$ cat config.mk
export PLATFORM = sky130hd
export DESIGN_NAME = div_n_flat
export DESIGN_NICKNAME = d
export VERILOG_FILES = /design/src/rtl/div_n_if.sv /design/src/rtl/div_n.sv /design/src/flat_wrapper.sv
export SDC_FILE = /design/constraint.sdc
export NUM_CORES = 1
export LEC_CHECK = 0
export CORE_AREA = 3 3 40 42
export CTS_CLUSTER_DIAMETER = 150
export DETAILED_ROUTE_END_ITERATION = 7
export DIE_AREA = 0 0 43 45
export PLACE_DENSITY = 0.55
export SLEW_MARGIN = 30
export SYNTH_ARGS = -nofsm -noshare
export SYNTH_HDL_FRONTEND = slang
export SYNTH_SLANG_ARGS = --single-unit
$ cat constraint.sdc
create_clock -name clk -period 3.45 [get_ports clk]
set_input_delay 0.69 -clock clk [delete_from_list [all_inputs] [get_ports clk]]
set_output_delay 0.69 -clock clk [all_outputs]
set_load 0.05 [all_outputs]
$ cat src/rtl/div_n_if.sv
// Strobe-divider bus: count enable and requested ratio in, strobe, square and phase out.
interface div_n_if #(
  parameter int WIDTH = 3
);
  logic             en;
  logic [WIDTH-1:0] div;
  logic             q;
  logic             sq;
  logic [WIDTH-1:0] phase;

  modport master (output en, output div, input q, input sq, input phase);
  modport slave  (input en, input div, output q, output sq, output phase);
endinterface

$ cat src/rtl/div_n.sv
// Parametrised clock-enable divider: one-cycle strobe every N enabled cycles, N from div (0 = 2^WIDTH).
// Define DIV_N_SQUARE_EN to build the ~50% duty square output; otherwise sq is tied low.
module div_n #(
  parameter int WIDTH = 3
) (
  input  logic    clk,
  input  logic    clear,
  div_n_if.slave  bus
);

  logic [WIDTH-1:0] cnt_q, cnt_d;
  logic [WIDTH-1:0] ratio_q, ratio_d;
  logic             q_q, q_d;
  logic [WIDTH-1:0] term_cnt;
  logic             wrap;

  // ratio_q of zero wraps to all-ones, giving the full 2^WIDTH count range.
  assign term_cnt = ratio_q - WIDTH'(1);
  assign wrap     = (cnt_q == term_cnt);

  always_comb begin
    cnt_d   = cnt_q;
    ratio_d = ratio_q;
    q_d     = 1'b0;
    if (clear) begin
      cnt_d   = '0;
      ratio_d = bus.div;
      q_d     = 1'b1;
    end else if (bus.en) begin
      if (wrap) begin
        cnt_d   = '0;
        ratio_d = bus.div;
      end else begin
        cnt_d   = cnt_q + WIDTH'(1);
      end
      q_d = (cnt_d == '0);
    end
  end

  always_ff @(posedge clk) begin
    if (clear) begin
      cnt_q   <= '0;
      ratio_q <= bus.div;
      q_q     <= 1'b1;
    end else begin
      cnt_q   <= cnt_d;
      ratio_q <= ratio_d;
      q_q     <= q_d;
    end
  end

  assign bus.q     = q_q;
  assign bus.phase = cnt_q;

`ifdef DIV_N_SQUARE_EN
  logic [WIDTH:0] ratio_eff;
  logic [WIDTH:0] half_cnt;
  logic           sq_q, sq_d;

  // ratio_d is the ratio governing cnt_d, so a wrap already sees the new div.
  always_comb begin
    ratio_eff = (ratio_d == '0) ? {1'b1, {WIDTH{1'b0}}} : {1'b0, ratio_d};
    half_cnt  = (ratio_eff >> 1) + (WIDTH + 1)'(ratio_eff[0]);
    sq_d      = sq_q;
    if (clear) begin
      sq_d = 1'b1;
    end else if (bus.en) begin
      sq_d = ({1'b0, cnt_d} < half_cnt);
    end
  end

  always_ff @(posedge clk) begin
    if (clear) begin
      sq_q <= 1'b1;
    end else begin
      sq_q <= sq_d;
    end
  end

  assign bus.sq = sq_q;
`else
  assign bus.sq = 1'b0;
`endif

endmodule

$ cat src/flat_wrapper.sv
// flat-port wrapper written by rule: the top's interface ports become plain ports
module div_n_flat 
#(
  parameter int WIDTH = 3
)
  (clk, clear, bus_en, bus_div, bus_q, bus_sq, bus_phase);
  div_n_if #(.WIDTH(WIDTH)) bus_i ();
  input  logic clk;
  input  logic clear;
  input wire logic [$bits(bus_i.en)-1:0] bus_en;
  input wire logic [$bits(bus_i.div)-1:0] bus_div;
  output wire logic [$bits(bus_i.q)-1:0] bus_q;
  output wire logic [$bits(bus_i.sq)-1:0] bus_sq;
  output wire logic [$bits(bus_i.phase)-1:0] bus_phase;
  assign bus_i.en = bus_en;
  assign bus_i.div = bus_div;
  assign bus_q = bus_i.q;
  assign bus_sq = bus_i.sq;
  assign bus_phase = bus_i.phase;
  div_n #(.WIDTH(WIDTH)) u_core (.clk(clk), .clear(clear), .bus(bus_i));
endmodule
== Word-level counts from Yosys, hierarchy flattened ==
Cells that the tools add are included.

* Bits in registers: 7
* Output and inout bits: 5
* Logic and storage cells: 17

* Add/sub/neg operators: 2
* Equal/unequal tests: 1
* Muxes and demuxes: 7
* Reduce and logical (&&, ||, !) cells: 4

{| class="wikitable"
|+ Operators with widths
! kind !! number
|-
| 3-bit 2-to-1 mux || 6
|-
| 2-bit nonzero test || 2
|-
| 3-bit by 1-bit adder with 3-bit output (second input constant) || 1
|-
| 3-bit == test || 1
|-
| 3-bit logical NOT || 1
|-
| 3-bit by 1-bit subtractor with 3-bit output (second input constant) || 1
|-
| 2-bit AND reduction || 1
|-
| 1-bit 2-to-1 mux || 1
|}

== Logic depth before layout (Yosys ltp) ==
Gate-level depths: netlist (run 1).

* Depth after elaboration: 7
* Depth in mapped cells: 6

== Least setup slack after synthesis (run 1) ==
OpenSTA, ideal clock, no wires.

* Path type: flip-flop to flip-flop
* Start point: register u_core.cnt_q[0], in the netlist u_core.bus.phase[0]
* End point: register u_core.q_q, in the netlist u_core.bus.q
* Arrival: 1468 ps
* Required time: 3330 ps
* Slack: 1862 ps
* Stages on the path, launching flop included: 5
* Period minus slack after synthesis: 1588 ps
* Cells stage by stage: dfxtp_1 ha_1 xnor2_1 and4b_1 a211o_1

* Word-level cells in the longest chain between the ends: 6
* Elaborated cells on any way between the ends: 7
* Classes of those cells: add/sub: 1; eq/ne: 1; mux: 4; reduce/logical: 1

{| class="wikitable"
|+ Ends and longest elaborated chain
! item !! RTL line !! source
|-
| start, declared || div_n.sv:11 || <nowiki>logic [WIDTH-1:0] cnt_q, cnt_d;</nowiki>
|-
| start signal, assigned || div_n.sv:46 || <nowiki>cnt_q <= cnt_d;</nowiki>
|-
| 3-bit by 1-bit adder with 3-bit output / 3-bit == test (equally long branches) || div_n.sv:34, div_n.sv:19 ||
|-
| 3-bit 2-to-1 mux (*) || div_n.sv:30 || <nowiki>if (wrap) begin</nowiki>
|-
| 3-bit 2-to-1 mux (*) || div_n.sv:29 || <nowiki>end else if (bus.en) begin</nowiki>
|-
| 3-bit 2-to-1 mux (*) || div_n.sv:25 || <nowiki>if (clear) begin</nowiki>
|-
| 3-bit logical NOT (*) || div_n.sv:36 || <nowiki>q_d = (cnt_d == '0);</nowiki>
|-
| 1-bit 2-to-1 mux (*) || div_n.sv:29 ||
|-
| end signal, assigned || div_n.sv:48 || <nowiki>q_q <= q_d;</nowiki>
|-
| end, declared || div_n.sv:13 || <nowiki>logic q_q, q_d;</nowiki>
|}

Every way passes the cells marked *; elsewhere a longest branch is shown, timed or not. The select of a mux whose other input is x is not followed.
A chain may end at the register's enable or synchronous reset.

== Final worst setup path (run 1) ==
* Start point: register u_core.cnt_q[0], in the netlist u_core.bus.phase[0]
* End point: output port bus_phase[0]

{| class="wikitable"
|+ RTL lines
! item !! RTL line !! source
|-
| end, declared || flat_wrapper.sv:14 || <nowiki>output wire logic [$bits(bus_i.phase)-1:0] bus_phase;</nowiki>
|}

No word-level cell between the ends.

==> impl_metrics.yaml, run 1 <==
global_route:
  grt_pass1_vias: 243
  grt_usage_pct: 7.621
  antenna_found_initial: 0
  use_met2_pct: 8.383
  use_met1_pct: 9.559
  gr-total-overflow: 0
  top_usage_layer: "met1"
  grtUsageMet3_pct: 3.586
  grt_max_degree: 10
  grt_first_pass_wirelength_um: 972
setup_path:
  worstSetupPathType: "reg2out"
  cp_cell_sequence: "clkdlybuf4s50_1"
  crit_fanout: 6
  start_kind: "flop"
  endpoint_kind: "output port"
  crit_slowest_cell: "clkdlybuf4s50_1"
  worst_ep_arrival_time_ps: 1510
  path_buf_inv: 1
  cp_top_family: "buffers and inverters"
  worstPathRequired_ps: 2760
  slowest_delay_ps: 840
timing:
  clock_skew_ps: 4.020
  rsz0062_at_grt: "false"
  maxSlewHeadroom_pct: 66.46
  setup_viol: 0
  final-max-slew-violation-count: 0
  setup_tns_ps: 0
  worst_slew_pin_slew_ps: 501.6
  layout_min_cycle_time_ps: 2196
  clock.fmax_ghz: 0.4555
  fin_crit_sh_pct: 63.64
  hold_viol: 0
synthesis:
  synth_warnings: 0
  synth_cell_type_count: 21
  yosysSeqAreaShare_pct: 45.95
  synth_cells: 37
  synth_area_um2: 370.4
  synth-seq-cells: 7
  avgSynthCellArea_um2: 10.01
  synthesis.nets: 45
clock_tree:
  cts-root-buf: "clkbuf_4"
  post_cts_resize_count: 0
  cts_setup_buffers: 0
  numCtsBuffers: 3
  cts_tree: "yes"
  htreeDepth: 1
  cts_hold_buf: 0
  path_clk_slew_ps: 50
  clk_latency_ps: 240
  cts_sinks: 7
  cts.path.max_buffers: 2
drt:
  drt_iter0_drc: 2
  via_count: 282
  wl_um: 638
  viasPerCell: 4.476
  drc_errors: 0
  dr.pass1.iters: 3
  ant_nets: 0
  detail_route.wl_per_cell_um: 10.13
floorplan:
  die_area_mm2: 0.001935
  design.core.area_mm2: 0.001285
  row_count: 13
  io_pins: 11
  die_y_um: 45
  dieWidth_um: 43
  initial_utilization_pct: 28.82
cells_and_area:
  multi_input_area_um2: 177.7
  drive_gt1_share_pct: 8.333
  syn2layout_area_growth_pct: 33.45
  fin_area_um2: 494.2
  fin_util_pct: 38.46
  final_cells: 63
  n_fill_cell: 134
  seq_area_um2: 170.2
  nets: 57
  antenna_cells: 0
placement:
  io_buffers: 9
  place_area_um2: 467.9
  dpl.hpwl_um: 487.1
  place.gp.congestion: 0.7467
  dp_cells: 59
min_path:
  hold_path.class: "reg2reg"
job:
  maxCapViolCount: 0
pwr:
  peakVddDrop_v: 0.0002371
  p_leak_nw: 0.1984
  power.density_mw_per_mm2: 457.2
run_status:
  run_status: "finished, final reports clean"
==> cell families after synthesis <==
logic type | after synthesis | synth area share, %
buffers and inverters | 5 | 6.081
adders and majority gates | 2 | 6.756
DFF | 7 | 45.95
and+or+nand+nor | 8 | 11.83
other | 1 | 1.013
AOI/OAI and AO/OA | 9 | 16.55
xor gates and xnor gates | 5 | 11.83
==> cell usage after synthesis <==
library cell	number	area share [%]
xor2_1	3	7.1
nand2_1	2	2.0
clkbuf_1	1	1.0
a211oi_1	1	2.0
edfxtp_1	3	24
xnor2_1	2	4.7
a21o_2	1	2.4
inv_1	3	3.0
nor2b_1	1	1.7
a211o_1	1	2.4
ha_1	2	6.8
o21ai_0	1	1.4
and4b_1	1	2.7
dfxtp_1	4	22
nand2b_1	2	3.4
conb_1	1	1.0
a21oi_1	2	2.7
a31oi_1	1	1.7
buf_4	1	2.0
nor2_1	2	2.0
o211ai_1	2	4.1
==> stage by stage <==
stage | hold slack [ps] | power, W | setup slack (ps)
finish | 526.3 | 0.0002260 | 1254
global route | 545.8 | 0.0002423 | 1189
CTS | 529.4 | 0.0002304 | 1239
detailed placement | 520.7 | 0.0001553 | 1512
global placement | 515.2 | 0.0001557 | 1527
floorplan | 689.6 | 0.0001384 | 1862
==> metal layers <==
metal	share of wire [%]	wire length (um)
met1	52	333
met2	39	246
met3	7.4	47
met4	1.6	10
met5	0	0
==> layout by cell type, fill, tap and decap left out <==
master,count
a21o_2,1
edfxtp_1,3
ha_1,2
o211ai_1,2
nor2_1,2
a21oi_1,2
clkdlybuf4s50_1,9
clkbuf_1,1
conb_1,1
a31oi_1,1
nand2b_1,2
nor2b_1,1
xnor2_1,2
a211o_1,1
and4b_1,1
inv_1,3
clkbuf_4,3
nand2_1,2
xor2_1,3
o21ai_0,1
dfxtp_1,4
a211oi_1,1
==> final timing paths <==
check                                          from             endpoint  slack (ps)  cells after the start
worst max-delay path            u_core.bus.phase[0]         bus_phase[0]        1250                      1
worst min-delay path            u_core.bus.phase[1]  u_core.bus.phase[1]         530                      2
worst max register to register    u_core.ratio_q[0]    u_core.ratio_q[2]        1750                      6
worst min register to register  u_core.bus.phase[1]  u_core.bus.phase[1]         530                      2
==> where the power goes <==
part	total, W	internal (W)	switching [W]
registers	0.0000980	0.0000934	0.00000464
logic	0.0000560	0.0000225	0.0000335
clock network	0.0000720	0.0000440	0.0000280
total	0.000226	0.000160	0.0000661
==> cell type report <==
cell class                      count  area share (%)
Multi-Input combinational cell     25           35.95
Sequential cell                     7           34.43
Timing Repair Buffer                9           18.23
Clock buffer                        4           5.316
Tap cell                           15           3.797
Inverter                            3           2.278
==> registers in the layout (all words and copies together) (netlist names) <==
| name | cells |
|---|---|
| u_core.bus.phase | 3 |
| u_core.bus.q | 1 |
| u_core.ratio_q | 3 |
Power figures use the tool's default switching activity.
==> run 2: changes to the inputs <==
--- a/config.mk
+++ b/config.mk
@@ -9,7 +9,7 @@
 export CTS_CLUSTER_DIAMETER = 150
 export DETAILED_ROUTE_END_ITERATION = 7
 export DIE_AREA = 0 0 43 45
-export PLACE_DENSITY = 0.55
+export PLACE_DENSITY = 0.57
 export SLEW_MARGIN = 30
 export SYNTH_ARGS = -nofsm -noshare
 export SYNTH_HDL_FRONTEND = slang
==> constraint.sdc (replaced) <==
create_clock -name clk -period 2 [get_ports clk]
set_input_delay 0.4 -clock clk [delete_from_list [all_inputs] [get_ports clk]]
set_output_delay 0.4 -clock clk [all_outputs]
set_load 0.05 [all_outputs]
==> impl_metrics.yaml, run 2 (synthesis gave the netlist of run 1 again) <==
run_status:
  run_status: "finished, final reports clean"
floorplan:
  row_count: 13
  dieWidth_um: 43
  initial_utilization_pct: 28.82
  io_pins: 11
  die_area_mm2: 0.001935
  die_y_um: 45
  design.core.area_mm2: 0.001285
setup_path:
  crit_fanout: 4
  worst_ep_arrival_time_ps: 1490
  slowest_delay_ps: 840
  start_kind: "flop"
  worstPathRequired_ps: 1600
  path_buf_inv: 1
  crit_slowest_cell: "clkdlybuf4s50_1"
  endpoint_kind: "output port"
  cp_top_family: "buffers and inverters"
  worstSetupPathType: "reg2out"
  cp_cell_sequence: "clkdlybuf4s50_1"
drt:
  highest_layer: "met4"
  detail_route.wl_per_cell_um: 11.22
  drc_errors: 0
  wl_met1_um: 322
  dr_wl_met3_um: 71
  dr.pass1.iters: 5
  wl_um: 707
  viasPerCell: 4.667
  ant_nets: 0
  wl_met2_um: 302
  drt_iter0_drc: 15
  via_count: 294
cells_and_area:
  layout_common_cells: "8 x clkdlybuf4s50_1, 4 x dfxtp_1"
  nets: 57
  syn2layout_area_growth_pct: 34.12
  n_fill_cell: 130
  drive_gt1_share_pct: 8.333
  final_common_cell: "clkdlybuf4s50_1"
  antenna_cells: 0
  seq_area_um2: 170.2
  multi_input_area_um2: 177.7
clock_tree:
  numCtsBuffers: 3
  cts.path.max_buffers: 2
  htreeDepth: 1
  cts_setup_buffers: 0
  clk_latency_ps: 250
  cts-root-buf: "clkbuf_4"
  cts_hold_buf: 0
  cts_tree: "yes"
  path_clk_slew_ps: 60
  cts_sinks: 7
pwr:
  power.density_mw_per_mm2: 796.0
  peakVddDrop_v: 0.0003143
  total_power_w: 0.0003954
  p_leak_nw: 0.2132
timing:
  fin_crit_sh_pct: 94.30
  setup_viol: 0
  maxSlewHeadroom_pct: 66.18
  clock.fmax_ghz: 0.5302
  final-max-slew-violation-count: 0
  worst_slack_ps: 113.9
  worst_slew_pin_slew_ps: 505.7
  setup_tns_ps: 0
  rsz0062_at_grt: "false"
  hold_viol: 0
  layout_min_cycle_time_ps: 1886
  clock_skew_ps: 7.601
global_route:
  antenna_found_initial: 0
  gr-total-overflow: 0
  grt_first_pass_wirelength_um: 1097
  grt_pass1_vias: 269
  grt_max_degree: 10
  grt_usage_pct: 8.459
min_path:
  hold_path.class: "reg2reg"
placement:
  pre_cts_ws_ps: 325.4
  io_buffers: 9
  place.gp.congestion: 0.7986
job:
  maxCapViolCount: 0
run 2: cell types whose count changed in the layout (fill, tap and decap cells not counted):
cell             previous run  this run
dlymetal6s2s_1              0         1
clkdlybuf4s50_1             9         8
run 2: area by class of cell:
| class | instances | share of cell area [%] |
|---|---|---|
| Multi-Input combinational cell | 25 | 35.77 |
| Timing Repair Buffer | 9 | 18.64 |
| Inverter | 3 | 2.267 |
| Sequential cell | 7 | 34.26 |
| Clock buffer | 4 | 5.290 |
| Tap cell | 15 | 3.778 |
run 2: path summary, 6_finish.rpt:
check                                          from             endpoint  slack [ps]  cells past startpoint
worst min register to register  u_core.bus.phase[1]  u_core.bus.phase[1]         530                      2
worst min-delay path            u_core.bus.phase[1]  u_core.bus.phase[1]         530                      2
worst max register to register    u_core.ratio_q[0]    u_core.ratio_q[1]         290                      6
worst max-delay path            u_core.bus.phase[1]         bus_phase[1]         110                      1
run 2: stage by stage:
step | hold slack [ps] | area, um2 | util, % | cells
floorplan | 469.1 | 370.4 | - | 37
global placement | 521.6 | 467.9 | 36.42 | 59
detailed placement | 508.9 | 467.9 | 36.42 | 59
CTS | 530.4 | 494.2 | 38.46 | 63
global route | 552.4 | 496.7 | 38.66 | 63
finish | 532.3 | 496.7 | 38.66 | 63
run 2: power by group:
part	switching (W)	internal [W]	total (W)	leakage, nW
combinational	0.0000579	0.0000390	0.0000969	0.136
clock	0.0000532	0.0000762	0.000129	0.0150
sequential	0.00000814	0.000161	0.000169	0.0625
total	0.000119	0.000276	0.000395	0.213
run 2: per-layer routing:
metal	up-vias	GRT usage (%)
met3	2	5.179
met5	-	0
met4	0	9.036
met2	10	11.38
met1	133	8.578
li1	149	-
run 2: repair_timing:
action                                  CTS  global route
endpoints found under the hold margin     0             0
endpoints found under the setup margin    0             1
resized for setup                         0             1
